[src/rtl/alu_arbiter.sv]
// Round-robin arbiter sharing one combinational ALU between two valid/ready requesters.
// Operands are registered before driving the ALU; results return on a per-requester response handshake.
module alu_arbiter #(
  parameter int WIDTH = 32,
  parameter int OPW   = 4
) (
  input  logic                 CLK,
  input  logic                 RST,
  input  logic [1:0]           req_valid,
  output logic [1:0]           req_ready,
  input  logic [2*OPW-1:0]     req_op,
  input  logic [2*WIDTH-1:0]   req_porta,
  input  logic [2*WIDTH-1:0]   req_portb,
  output logic [1:0]           rsp_valid,
  input  logic [1:0]           rsp_ready,
  output logic [WIDTH-1:0]     rsp_out,
  output logic                 rsp_zf,
  output logic                 rsp_nf,
  output logic                 rsp_of,
  output logic [OPW-1:0]       alu_op,
  output logic [WIDTH-1:0]     alu_porta,
  output logic [WIDTH-1:0]     alu_portb,
  input  logic [WIDTH-1:0]     alu_out,
  input  logic                 alu_zf,
  input  logic                 alu_nf,
  input  logic                 alu_of,
  output logic                 busy
);

  typedef enum logic [1:0] {
    S_IDLE = 2'd0,
    S_EXEC = 2'd1,
    S_RESP = 2'd2
  } state_e;

  state_e state_q, state_d;

  logic             gnt_id_q, gnt_id_d;
  logic             rr_ptr_q, rr_ptr_d;
  logic [OPW-1:0]   op_q, op_d;
  logic [WIDTH-1:0] a_q, a_d;
  logic [WIDTH-1:0] b_q, b_d;
  logic [WIDTH-1:0] res_q, res_d;
  logic             zf_q, zf_d;
  logic             nf_q, nf_d;
  logic             of_q, of_d;

  logic             win_id;
  logic             accept;
  logic             rsp_hs;

  logic [OPW-1:0]   op_arr [2];
  logic [WIDTH-1:0] a_arr  [2];
  logic [WIDTH-1:0] b_arr  [2];

  // Unpack the concatenated requester buses into per-requester slices.
  generate
    for (genvar gi = 0; gi < 2; gi++) begin : g_unpack
      assign op_arr[gi] = req_op[gi*OPW +: OPW];
      assign a_arr[gi]  = req_porta[gi*WIDTH +: WIDTH];
      assign b_arr[gi]  = req_portb[gi*WIDTH +: WIDTH];
    end
  endgenerate

  // A lone requester always wins; a tie goes to the round-robin pointer.
  always_comb begin
    win_id = 1'b0;
    unique case (req_valid)
      2'b01:   win_id = 1'b0;
      2'b10:   win_id = 1'b1;
      2'b11:   win_id = rr_ptr_q;
      default: win_id = 1'b0;
    endcase
  end

  assign accept = (state_q == S_IDLE) && (req_valid != 2'b00);
  assign rsp_hs = (state_q == S_RESP) && rsp_ready[gnt_id_q];

  // State register
  always_ff @(posedge CLK) begin
    if (RST) begin
      state_q <= S_IDLE;
    end else begin
      state_q <= state_d;
    end
  end

  // Next-state logic
  always_comb begin
    state_d = state_q;
    unique case (state_q)
      S_IDLE:  if (accept) state_d = S_EXEC;
      S_EXEC:  state_d = S_RESP;
      S_RESP:  if (rsp_hs) state_d = S_IDLE;
      default: state_d = S_IDLE;
    endcase
  end

  // Output logic
  always_comb begin
    req_ready = 2'b00;
    rsp_valid = 2'b00;
    if (accept) begin
      req_ready[win_id] = 1'b1;
    end
    if (state_q == S_RESP) begin
      rsp_valid[gnt_id_q] = 1'b1;
    end
  end

  assign busy = (state_q != S_IDLE);

  // Datapath next-state: latch on accept, capture during EXEC, advance pointer on handshake.
  always_comb begin
    gnt_id_d = gnt_id_q;
    rr_ptr_d = rr_ptr_q;
    op_d     = op_q;
    a_d      = a_q;
    b_d      = b_q;
    res_d    = res_q;
    zf_d     = zf_q;
    nf_d     = nf_q;
    of_d     = of_q;
    if (accept) begin
      gnt_id_d = win_id;
      op_d     = op_arr[win_id];
      a_d      = a_arr[win_id];
      b_d      = b_arr[win_id];
    end
    if (state_q == S_EXEC) begin
      res_d = alu_out;
      zf_d  = alu_zf;
      nf_d  = alu_nf;
      of_d  = alu_of;
    end
    if (rsp_hs) begin
      rr_ptr_d = ~gnt_id_q;
    end
  end

  always_ff @(posedge CLK) begin
    if (RST) begin
      gnt_id_q <= 1'b0;
      rr_ptr_q <= 1'b0;
      op_q     <= '0;
      a_q      <= '0;
      b_q      <= '0;
      res_q    <= '0;
      zf_q     <= 1'b0;
      nf_q     <= 1'b0;
      of_q     <= 1'b0;
    end else begin
      gnt_id_q <= gnt_id_d;
      rr_ptr_q <= rr_ptr_d;
      op_q     <= op_d;
      a_q      <= a_d;
      b_q      <= b_d;
      res_q    <= res_d;
      zf_q     <= zf_d;
      nf_q     <= nf_d;
      of_q     <= of_d;
    end
  end

  // Holding registers drive the ALU directly, so it keeps its last operands between ops.
  assign alu_op    = op_q;
  assign alu_porta = a_q;
  assign alu_portb = b_q;
  assign rsp_out   = res_q;
  assign rsp_zf    = zf_q;
  assign rsp_nf    = nf_q;
  assign rsp_of    = of_q;

endmodule

[config.mk]
export PLATFORM = sky130hd
export DESIGN_NAME = alu_arbiter
export DESIGN_NICKNAME = d
export VERILOG_FILES = /design/src/rtl/alu_arbiter.sv
export SDC_FILE = /design/constraint.sdc
export NUM_CORES = 1
export LEC_CHECK = 0
export ABC_CLOCK_PERIOD_IN_PS = 3650
export CORE_MARGIN = 4
export CORE_UTILIZATION = 40
export CTS_CLUSTER_DIAMETER = 50
export DETAILED_ROUTE_END_ITERATION = 10
export HOLD_SLACK_MARGIN = 0.02
export MAX_ROUTING_LAYER = met4
export PLACE_DENSITY_LB_ADDON = 0.2
export SYNTH_ARGS = -nofsm -noshare
export SYNTH_HDL_FRONTEND = slang
export SYNTH_SLANG_ARGS = --single-unit
[constraint.sdc]
create_clock -name CLK -period 3.65 [get_ports CLK]
set_input_delay 0.73 -clock CLK [delete_from_list [all_inputs] [get_ports CLK]]
set_output_delay 0.73 -clock CLK [all_outputs]
set_load 0.1 [all_outputs]
# Word level (Yosys, flattened, before mapping)
# Cells that the tools add are included.
[op_classes] add_sub_neg=0 shifts=0 n_reduce_logical=8 n_eq_ne=6 n_div=0 bitwise=2 multipliers=0 order_cmp=5 n_mux=21
[op_table] operator="2-to-1 mux 32 bit" count=6
[op_table] operator="2-to-1 mux 4 bit" count=3
[op_table] operator="2-to-1 mux 2 bit" count=4
[op_table] operator="equality test 2 bit (second input constant)" count=3
[op_table] operator="one-hot mux 2 bit (3 select lines)" count=1
[op_table] operator="logical AND 1 bit" count=4
[op_table] operator="< comparator 1 x 2 -> 1 bit (second input constant)" count=2
[op_table] operator="2-to-1 mux 1 bit" count=4
[op_table] operator="inequality test 2 bit (second input constant)" count=2
[op_table] operator="nonzero test 2 bit" count=2
[op_table] operator="demux 1 bit (select 1 bit)" count=2
[op_table] operator="equality test 2 x 1 -> 1 bit (second input constant)" count=1
[op_table] operator="greater-or-equal comparator 1 bit (second input constant)" count=2
[op_table] operator="greater-or-equal comparator 2 bit (second input constant)" count=1
[op_table] operator="zero test 2 bit" count=1
[op_table] operator="inverter 1 -> 2 bit" count=1
[op_table] operator="one-hot mux 1 bit (2 select lines)" count=1
[op_table] operator="AND reduction 2 bit" count=1
[op_table] operator="inverter 1 bit" count=1
[totals] word_cells=52 mem_bits_ro=0 memories=0 latchBits=0 ff_bits=107 inputBits=177 mem_bits_rw=0 output_inout_bits=108

# Logic depth before layout (Yosys ltp)
# Gate-level depths: netlist (run 1).
[depth] word_depth=7 ltp_mapped=7 ltp_nobuf=4

# Least setup slack after synthesis (run 1)
# No wires, ideal clock.
[synth_timing] path_kind="register to output" start="reg state_q[1]" end="out rsp_valid[0]" n_path_buf=1 path_slack_ns=0.205 required_time_ns=2.920 arrival_time_ns=2.715 stages_incl_launch_ff=3 cell_sequence="dfxtp_1 -> buf_2 -> nor3b_1"
[synth_via] elab_chain_len=2
[synth_lines] item="start, declared" line="36" rtl="state_e state_q, state_d;"
[synth_lines] item="start signal, assigned" line="84" rtl="state_q <= state_d;"
[synth_lines] item="equality test 2 bit" line="106" rtl="if (state_q == S_RESP) begin"
[synth_lines] item="2-to-1 mux 2 bit" line="106"
[synth_lines] item="end, declared" line="14" rtl="output logic [1:0] rsp_valid,"
# Every way passes these cells.

# Worst setup path in the final report (run 1)
[layout_timing] start="reg state_q[1]" end="out req_ready[1]"
[layout_via] elab_chain_len=3
[layout_lines] item="zero test 2 bit" line="76" rtl="assign accept = (state_q == S_IDLE) && (req_valid != 2'b00);"
[layout_lines] item="logical AND 1 bit" line="76"
[layout_lines] item="2-to-1 mux 2 bit" line="103" rtl="if (accept) begin"
[layout_lines] item="end, declared" line="10" rtl="output logic [1:0] req_ready,"
# Every way passes these cells.

==> out/metrics.yaml, run 1 <==
global_route:
  antenna_found_initial: 0
  use_met3_pct: 5.947
  grt_pass1_wl_um: 27900
  grt_usage_pct: 27.20
  grt_pass1_vias: 5321
  grtUsageMet2_pct: 43.87
  grt_max_degree: 108
  gr-total-overflow: 0
  met1_usage_pct: 33.17
  globalRoute.busiestLayer: "met2"
logic_synthesis:
  synth_compound_area_share_pct: 21.56
  synthAdderAreaFrac_pct: 0
  synth_top_family_by_area: "simple AND/OR/NAND/NOR gates"
  synth_area_per_cell_sq_um: 7.891
  synth_warnings: 0
  synthXorXnorAreaFrac_pct: 0
  synth_mux_area_share_pct: 0.2183
  netlist_area_sq_um: 4584
  synthSimpleGateAreaFrac_pct: 24.48
  syn_nets: 758
  syn_inst: 581
  ys_ff_latch: 107
  yosysSeqAreaShare_pct: 46.72
  ys_types: 24
setup_path:
  r2r_cells: 3
  critPathBufInv: 3
  cp_top_family: "buffers and inverters"
  crit_type: "reg2out"
  slowest_delay_ns: 0.60
  critPathCaptureType: "output port"
  worst_setup_path_start_kind: "register"
  crit_path_cell_trace: "nor2_4, buf_4, nand3_1, inv_1, buf_12"
  rr_endpoint: "rsp_out[12]"
  crit-reg2reg-launch: "state_q[1]"
  cp_max_fo: 69
  r2r_setup_slack_ns: 1.58
  worstPathArrival_ns: 2.14
  critical_path.slowest_cell: "buf_4"
  required_ns: 2.92
timing:
  rsz0062_at_grt: "false"
  slew_headroom_pct: 12.40
  fin_tns_setup_ns: 0
  finalCritPeriodShare_pct: 78.53
  finalHoldViolCount: 0
  drv_slew: 0
  fin_skew_ns: 0.006304
  fin_crit_ns: 2.866
  timing.hold.ws_ns: 0.4589
  worstMarginPinSlew_ns: 1.314
  finalSetupViolCount: 0
  max_freq_mhz: 348.9
die:
  ios: 285
  dieArea_sq_um: 13240
  rows: 38
  core_sq_um: 11030
  start_util_pct: 41.56
  die_h_um: 115.1
  dieWidth_um: 115.1
cts:
  cts_hold_buffers: 0
  cts-root-buf: "clkbuf_16"
  cts_tree: "yes"
  cts.repair.resized: 0
  cts_made_buffers: 9
  clk_path_buf_depth: 2
  clk_pin_slew_ns: 0.08
  cts_sinks: 107
  insertion_delay_ns: 0.34
  h-tree-depth: 3
  post-cts-setup-buffers: 0
detailed_routing:
  drtAntennaViolNets: 0
  vias: 5573
  drt_iter0_drc: 511
  avgViaCountPerCell: 5.836
  wl_per_cell_um: 19.44
  wl_um: 18570
  drt-pass1-iter-count: 6
  drc: 0
power_and_ir_drop:
  cellLeakagePower_uw: 0.002586
  pwr-share-seq_pct: 34.1
  p_clk_share_pct: 25.3
  p_int_uw: 2254
  swShare_pct: 42.19
  ir_worst_vdd_mv: 0.2786
  power_density_nw_per_um2: 508.3
  power.total_uw: 3900
  p_switching_uw: 1645
  p_comb_share_pct: 40.6
layout:
  nNetsFinal: 987
  diodes: 0
  mostFrequentLayoutCells: "clkdlybuf4s50_1 (275), dfxtp_1 (107), nand2_1 (71)"
  area_growth_pct: 67.36
  instances_no_fill: 955
  multiInputGateArea_sq_um: 2133
  final_common_cell: "clkdlybuf4s50_1"
  drive_above_1_share_pct: 4.663
  seq_area_sq_um: 2142
  fillers: 864
  fin_util_pct: 69.56
place:
  dpl.hpwl_um: 12420
  gp_congestion: 0.8059
  portBuffers: 284
  dp_cells: 939
worst_hold_path:
  hp-start: "rsp_out[23]"
  min_path_cells: 2
  whs_endpoint: "rsp_out[23]"
  min_path_type: "reg2reg"
run_status:
  outcome: "complete, no violations"
job:
  drv_cap: 0
-- kinds of logic (layout without fill, tap and decap cells) --
family | after synthesis | after routing
buffers and inverters | 76 | 310
AOI/OAI and AO/OA | 177 | 177
muxes | 1 | 1
DFF | 107 | 107
and+or+nand+nor | 220 | 220
-- power by group through the flow --
stage          clock, uW  combinational [uW]  sequential (uW)
2_1_floorplan          0                 379             2060
3_3_place_gp           0                1570             1350
3_5_place_dp           0                1580             1350
4_1_cts             1000                1580             1330
5_1_grt             1050                1640             1340
6_report             988                1580             1330
-- flip-flops by register name, indices dropped and copies added (netlist names) --
register	flops
rsp_nf	1
rsp_of	1
alu_portb	32
alu_porta	32
state_q	2
gnt_id_q	1
rsp_zf	1
alu_op	4
rr_ptr_q	1
rsp_out	32
-- area by class of cell --
cell class | count | share of cell area, %
multi-input cells | 398 | 27.81
flip-flops and latches | 107 | 27.92
inverters | 2 | 0.09785
repair buffers | 292 | 37.96
clock inverters | 7 | 0.9948
clock buffers | 9 | 2.935
well taps | 140 | 2.283
-- metal layers --
metal,vias to the layer above,wire length [um]
met5,-,0
met4,0,613
met3,47,1786
met2,317,8823
met1,2617,7346
li1,2592,-
-- worst register-to-register path, stage by stage (launching register included) --
cell and delay [ns]:
dfxtp_1 0.56, nand2b_1 1.05, nand2_1 0.18, a21oi_1 0.20
-- stage by stage --
step / cell area [sq um] / setup slack [ns]
after floorplan: 4584 / 0.2053
after global placement: 7371 / 1.224
after detailed placement: 7371 / 1.162
after CTS: 7672 / 0.7874
after global routing: 7672 / 0.6424
final: 7672 / 0.7837
-- cells in the mapped netlist (all sizes together) --
master  count  area (sq um)
nand3b      2         15.01
mux2i       1         10.01
nor2        2         15.01
o21bai      1         7.510
a31oi      68         425.4
nand2b      2         12.51
a21oi      38         190.2
inv         2         7.510
and2        1         6.260
nor3b       1         7.510
nand2      71         266.5
nor3        1         5.000
clkbuf     49         183.9
nand3      69         345.3
nand4      68         425.4
dfxtp     107          2142
o21ai      69         345.3
and3b       2         17.52
nor2b       1         6.260
a211oi      1         20.02
buf        25         130.1
-- worst max-delay path by stage --
| stage | to | cells past startpoint | slack, ns | from |
|---|---|---|---|---|
| after detailed placement | req_ready[1] | 5 | 1.16 | state_q[1] |
| after CTS | req_ready[1] | 5 | 0.79 | state_q[1] |
| after floorplan | rsp_valid[0] | 2 | 0.21 | state_q[1] |
| after global placement | req_ready[1] | 5 | 1.22 | state_q[1] |
| final | req_ready[1] | 5 | 0.78 | state_q[1] |
| after global routing | req_ready[1] | 5 | 0.64 | state_q[1] |
Power figures use the tool's default switching activity.
==> inputs of run 2 (changes only) <==
--- a/config.mk
+++ b/config.mk
@@ -5,9 +5,9 @@
 export SDC_FILE = /design/constraint.sdc
 export NUM_CORES = 1
 export LEC_CHECK = 0
-export ABC_CLOCK_PERIOD_IN_PS = 3650
+export ABC_CLOCK_PERIOD_IN_PS = 2600
 export CORE_MARGIN = 4
-export CORE_UTILIZATION = 40
+export CORE_UTILIZATION = 34
 export CTS_CLUSTER_DIAMETER = 50
 export DETAILED_ROUTE_END_ITERATION = 10
 export HOLD_SLACK_MARGIN = 0.02
==> constraint.sdc (replaced) <==
create_clock -name CLK -period 2.6 [get_ports CLK]
set_input_delay 0.52 -clock CLK [delete_from_list [all_inputs] [get_ports CLK]]
set_output_delay 0.52 -clock CLK [all_outputs]
set_load 0.1 [all_outputs]
==> out/metrics.yaml, run 2 (synthesized netlist as in run 1, its figures left out) <==
layout:
  final_common_cell: "clkdlybuf4s50_1"
  nNetsFinal: 995
  diodes: 0
  mostFrequentLayoutCells: "clkdlybuf4s50_1 (173), buf_4 (122), dfxtp_1 (107)"
  drive_above_1_share_pct: 17.98
  instances_no_fill: 999
  area_growth_pct: 63.56
setup_path:
  r2r_setup_slack_ns: 0.70
  cp-startpoint: "state_q[1]"
  cp_max_fo: 18
  slowest_delay_ns: 0.47
  rr_endpoint: "alu_porta[25]"
  crit-reg2reg-launch: "state_q[1]"
  worst_setup_path_start_kind: "register"
  critPathCaptureType: "output port"
  crit_type: "reg2out"
  worstPathArrival_ns: 1.74
  crit_path_cell_trace: "nor2_4, nand3_1, inv_1, buf_12"
  critical_path.slowest_cell: "nor2_4"
  endpoint: "req_ready[1]"
  required_ns: 2.08
  r2r_cells: 5
die:
  core_sq_um: 13240
  dieArea_sq_um: 15410
  start_util_pct: 34.62
  die_h_um: 124.1
  ios: 285
  dieWidth_um: 124.1
  rows: 42
detailed_routing:
  wl_per_cell_um: 18.36
  drt-pass1-iter-count: 5
  vias: 5524
  drtAntennaViolNets: 0
  wl_um: 18340
  avgViaCountPerCell: 5.530
  drc: 0
  drt_iter0_drc: 414
timing:
  fin_skew_ns: 0.009244
  rsz0062_at_grt: "false"
  timing.hold.ws_ns: 0.4549
  slew_headroom_pct: 47.31
  finalSetupViolCount: 0
  drv_slew: 0
  worstMarginPinSlew_ns: 0.7904
  max_freq_mhz: 442.4
  fin_crit_ns: 2.260
  finalCritPeriodShare_pct: 86.94
  fin_tns_setup_ns: 0
  finalHoldViolCount: 0
global_route:
  grt_pass1_wl_um: 27460
  grt_pass1_vias: 5556
  gr-total-overflow: 0
  antenna_found_initial: 0
  grt_max_degree: 69
  grt_usage_pct: 23.23
place:
  gp_congestion: 0.8544
  dpl.hpwl_um: 12730
  portBuffers: 284
  dp_cells: 983
cts:
  cts_made_buffers: 9
  cts.repair.resized: 0
  cts_tree: "yes"
  cts-root-buf: "clkbuf_16"
  post-cts-setup-buffers: 0
  cts_hold_buffers: 0
  clk_path_buf_depth: 2
  h-tree-depth: 3
  cts_sinks: 107
  insertion_delay_ns: 0.35
  clk_pin_slew_ns: 0.07
power_and_ir_drop:
  power_density_nw_per_um2: 711.2
  cellLeakagePower_uw: 0.002815
  p_comb_share_pct: 40.9
  pwr-share-seq_pct: 35.1
  p_int_uw: 3053
  ir_worst_vdd_mv: 0.3048
  swShare_pct: 42.75
  p_clk_share_pct: 24.0
  p_switching_uw: 2280
run_status:
  outcome: "complete, no violations"
job:
  drv_cap: 0
worst_hold_path:
  min_path_type: "reg2reg"
==> run 2: cell type report <==
class	instances	area (sq um)
timing repair buffer	300	2718
clock buffer	12	246.5
inverter	2	7.507
clock inverter	4	26.28
sequential	107	2142
multi-input combinational	398	2138
fill	1229	5744
tap	176	220.2
==> run 2: worst min-delay path by stage <==
stage / to / cells after the start / from / slack [ns]
floorplan: rr_ptr_q / 2 / rr_ptr_q / 0.49
global placement: rsp_out[28] / 2 / rsp_out[28] / 0.44
detailed placement: rsp_out[28] / 2 / rsp_out[28] / 0.45
CTS: rsp_out[28] / 2 / rsp_out[28] / 0.46
global route: rsp_out[27] / 2 / rsp_out[27] / 0.47
finish: rsp_out[28] / 2 / rsp_out[28] / 0.45
==> run 2: stage by stage <==
stage | power, uW | utilization, % | worst slack, ns | cell area (sq um)
floorplan | 3418 | - | 0.01946 | 4589
global placement | 4066 | 54.56 | 0.5381 | 7226
detailed placement | 4090 | 54.56 | 0.4829 | 7226
CTS | 5365 | 56.62 | 0.3215 | 7498
global route | 5539 | 56.62 | 0.2213 | 7498
finish | 5333 | 56.62 | 0.3396 | 7498
==> run 2: power by group through the flow <==
stage               sequential [uW]  combinational, uW  clock, uW
finish                         1870               2180       1280
CTS                            1870               2190       1310
global route                   1890               2280       1370
global placement               1900               2160          0
floorplan                      2890                533          0
detailed placement             1900               2190          0
==> run 2: per-layer routing <==
layer | vias to the layer above | routed length, um | track usage (%)
met3 | 35 | 1785 | 5.313
li1 | 2615 | - | -
met4 | 0 | 416 | 9.925
met2 | 305 | 8745 | 37.97
met5 | - | 0 | -
met1 | 2569 | 7396 | 27.53
==> run 2: critical path, delay by kind of cell (launching register included) <==
family / cells / cell delay (ns)
buffers and inverters: 2 / 0.32
flip-flops: 1 / 0.42
AND/OR/NAND/NOR: 2 / 0.66
==> inputs of run 3 (changes only) <==
--- a/config.mk
+++ b/config.mk
@@ -6,8 +6,10 @@
 export NUM_CORES = 1
 export LEC_CHECK = 0
 export ABC_CLOCK_PERIOD_IN_PS = 2600
+export CELL_PAD_IN_SITES_DETAIL_PLACEMENT = 1
+export CELL_PAD_IN_SITES_GLOBAL_PLACEMENT = 2
 export CORE_MARGIN = 4
-export CORE_UTILIZATION = 34
+export CORE_UTILIZATION = 17
 export CTS_CLUSTER_DIAMETER = 50
 export DETAILED_ROUTE_END_ITERATION = 10
 export HOLD_SLACK_MARGIN = 0.02
==> out/metrics.yaml, run 3 (synthesized netlist as in run 1, its figures left out) <==
run_status:
  outcome: "complete, no violations"
setup_path:
  r2r_setup_slack_ns: 0.72
  path_depth: 3
  worstPathArrival_ns: 1.62
  cp_max_fo: 22
  worst_setup_path_start_kind: "register"
  crit_path_cell_trace: "nor2_4, inv_2, buf_12"
  required_ns: 2.08
  cp-startpoint: "state_q[1]"
  crit-reg2reg-launch: "state_q[1]"
  endpoint: "busy"
  critPathCaptureType: "output port"
  cp_top_family: "buffers and inverters"
  rr_endpoint: "alu_portb[4]"
  r2r_cells: 4
  crit_type: "reg2out"
  critical_path.slowest_cell: "dfxtp_1"
  slowest_delay_ns: 0.55
  critPathBufInv: 2
timing:
  finalHoldViolCount: 0
  fin_crit_ns: 2.141
  rsz0062_at_grt: "false"
  fin_tns_setup_ns: 0
  finalCritPeriodShare_pct: 82.34
  max_freq_mhz: 467.1
  worstMarginPinSlew_ns: 0.7604
  timing.hold.ws_ns: 0.4593
  drv_slew: 0
  fin_skew_ns: 0.01051
  finalSetupViolCount: 0
  slew_headroom_pct: 49.18
place:
  dpl.hpwl_um: 16470
  gp_congestion: 0.8017
  portBuffers: 284
  place_area_sq_um: 7482
layout:
  fin_area_sq_um: 7811
  drive_above_1_share_pct: 18.33
  fin_util_pct: 29.72
  final_common_cell: "clkdlybuf4s50_1"
  nNetsFinal: 996
  area_growth_pct: 70.39
  mostFrequentLayoutCells: "clkdlybuf4s50_1 (173), buf_4 (119), dfxtp_1 (107)"
detailed_routing:
  drt_iter0_drc: 254
  drc: 0
  vias: 5477
  drt-pass1-iter-count: 4
  wl_per_cell_um: 19.82
  avgViaCountPerCell: 4.717
  drtAntennaViolNets: 0
  wl_um: 23010
cts:
  cts_tree: "yes"
  clk_pin_slew_ns: 0.09
  cts_made_buffers: 9
  cts.repair.resized: 0
  insertion_delay_ns: 0.36
  post-cts-setup-buffers: 0
  cts-root-buf: "clkbuf_16"
  h-tree-depth: 3
  cts_hold_buffers: 0
  clk_path_buf_depth: 2
  cts_sinks: 107
global_route:
  grt_max_degree: 69
  antenna_found_initial: 1
  grt_pass1_wl_um: 34220
  grt_usage_pct: 15.19
  gr-total-overflow: 0
  grt_pass1_vias: 5920
die:
  dieArea_sq_um: 29660
  start_util_pct: 17.44
  rows: 59
  dieWidth_um: 172.2
  core_sq_um: 26280
  ios: 285
  die_h_um: 172.2
job:
  drv_cap: 0
power_and_ir_drop:
  cellLeakagePower_uw: 0.002859
  ir_worst_vdd_mv: 0.2456
  power_density_nw_per_um2: 718.5
worst_hold_path:
  min_path_type: "reg2reg"
==> run 3: through the flow <==
stage                     total power (uW)  worst slack [ns]  std cells
after floorplan                       3418           0.01946        581
after detailed placement              4179            0.4924       1143
after global routing                  5876            0.3454       1160
final                                 5612            0.4592       1161
after CTS                             5720            0.4070       1159
after global placement                4158            0.5609       1143
==> run 3: where the power goes <==
group          leakage, uW  switching [uW]  internal (uW)
logic              0.00183            1630            610
registers         0.000879            92.5           1780
clock network     0.000154             713            778
==> run 3: final cells by class <==
class / count / area [sq um]
antenna: 2 / 5.005
clock inverter: 7 / 98.84
tap: 335 / 419.2
sequential: 107 / 2142
timing repair buffer: 301 / 2775
inverter: 2 / 7.507
multi-input combinational: 398 / 2138
clock buffer: 9 / 225.2
fill: 3099 / 18470
==> run 3: worst reg2reg max path: cells and delay by family (launching register included) <==
kind / cells / cell delay, ns
and+or+nand+nor: 2 / 0.54
AOI/OAI and AO/OA: 1 / 0.20
DFF: 1 / 0.42
buffers and inverters: 1 / 0.66
==> run 3: worst min path at each step <==
stage                startpoint     endpoint  depth (start not counted)
global placement    rsp_out[27]  rsp_out[27]                          2
finish              rsp_out[20]  rsp_out[20]                          2
CTS                 rsp_out[20]  rsp_out[20]                          2
detailed placement  rsp_out[20]  rsp_out[20]                          2
global route        rsp_out[20]  rsp_out[20]                          2
floorplan              rr_ptr_q     rr_ptr_q                          2
==> run 3: metal layers <==
| metal | vias to the layer above | GRT usage, % | wire length [um] |
|---|---|---|---|
| li1 | 2624 | - | - |
| met1 | 2637 | 19.25 | 10190 |
| met2 | 198 | 24.11 | 10700 |
| met3 | 18 | 4.230 | 1722 |
| met4 | 0 | 3.725 | 397 |
| met5 | - | - | 0 |
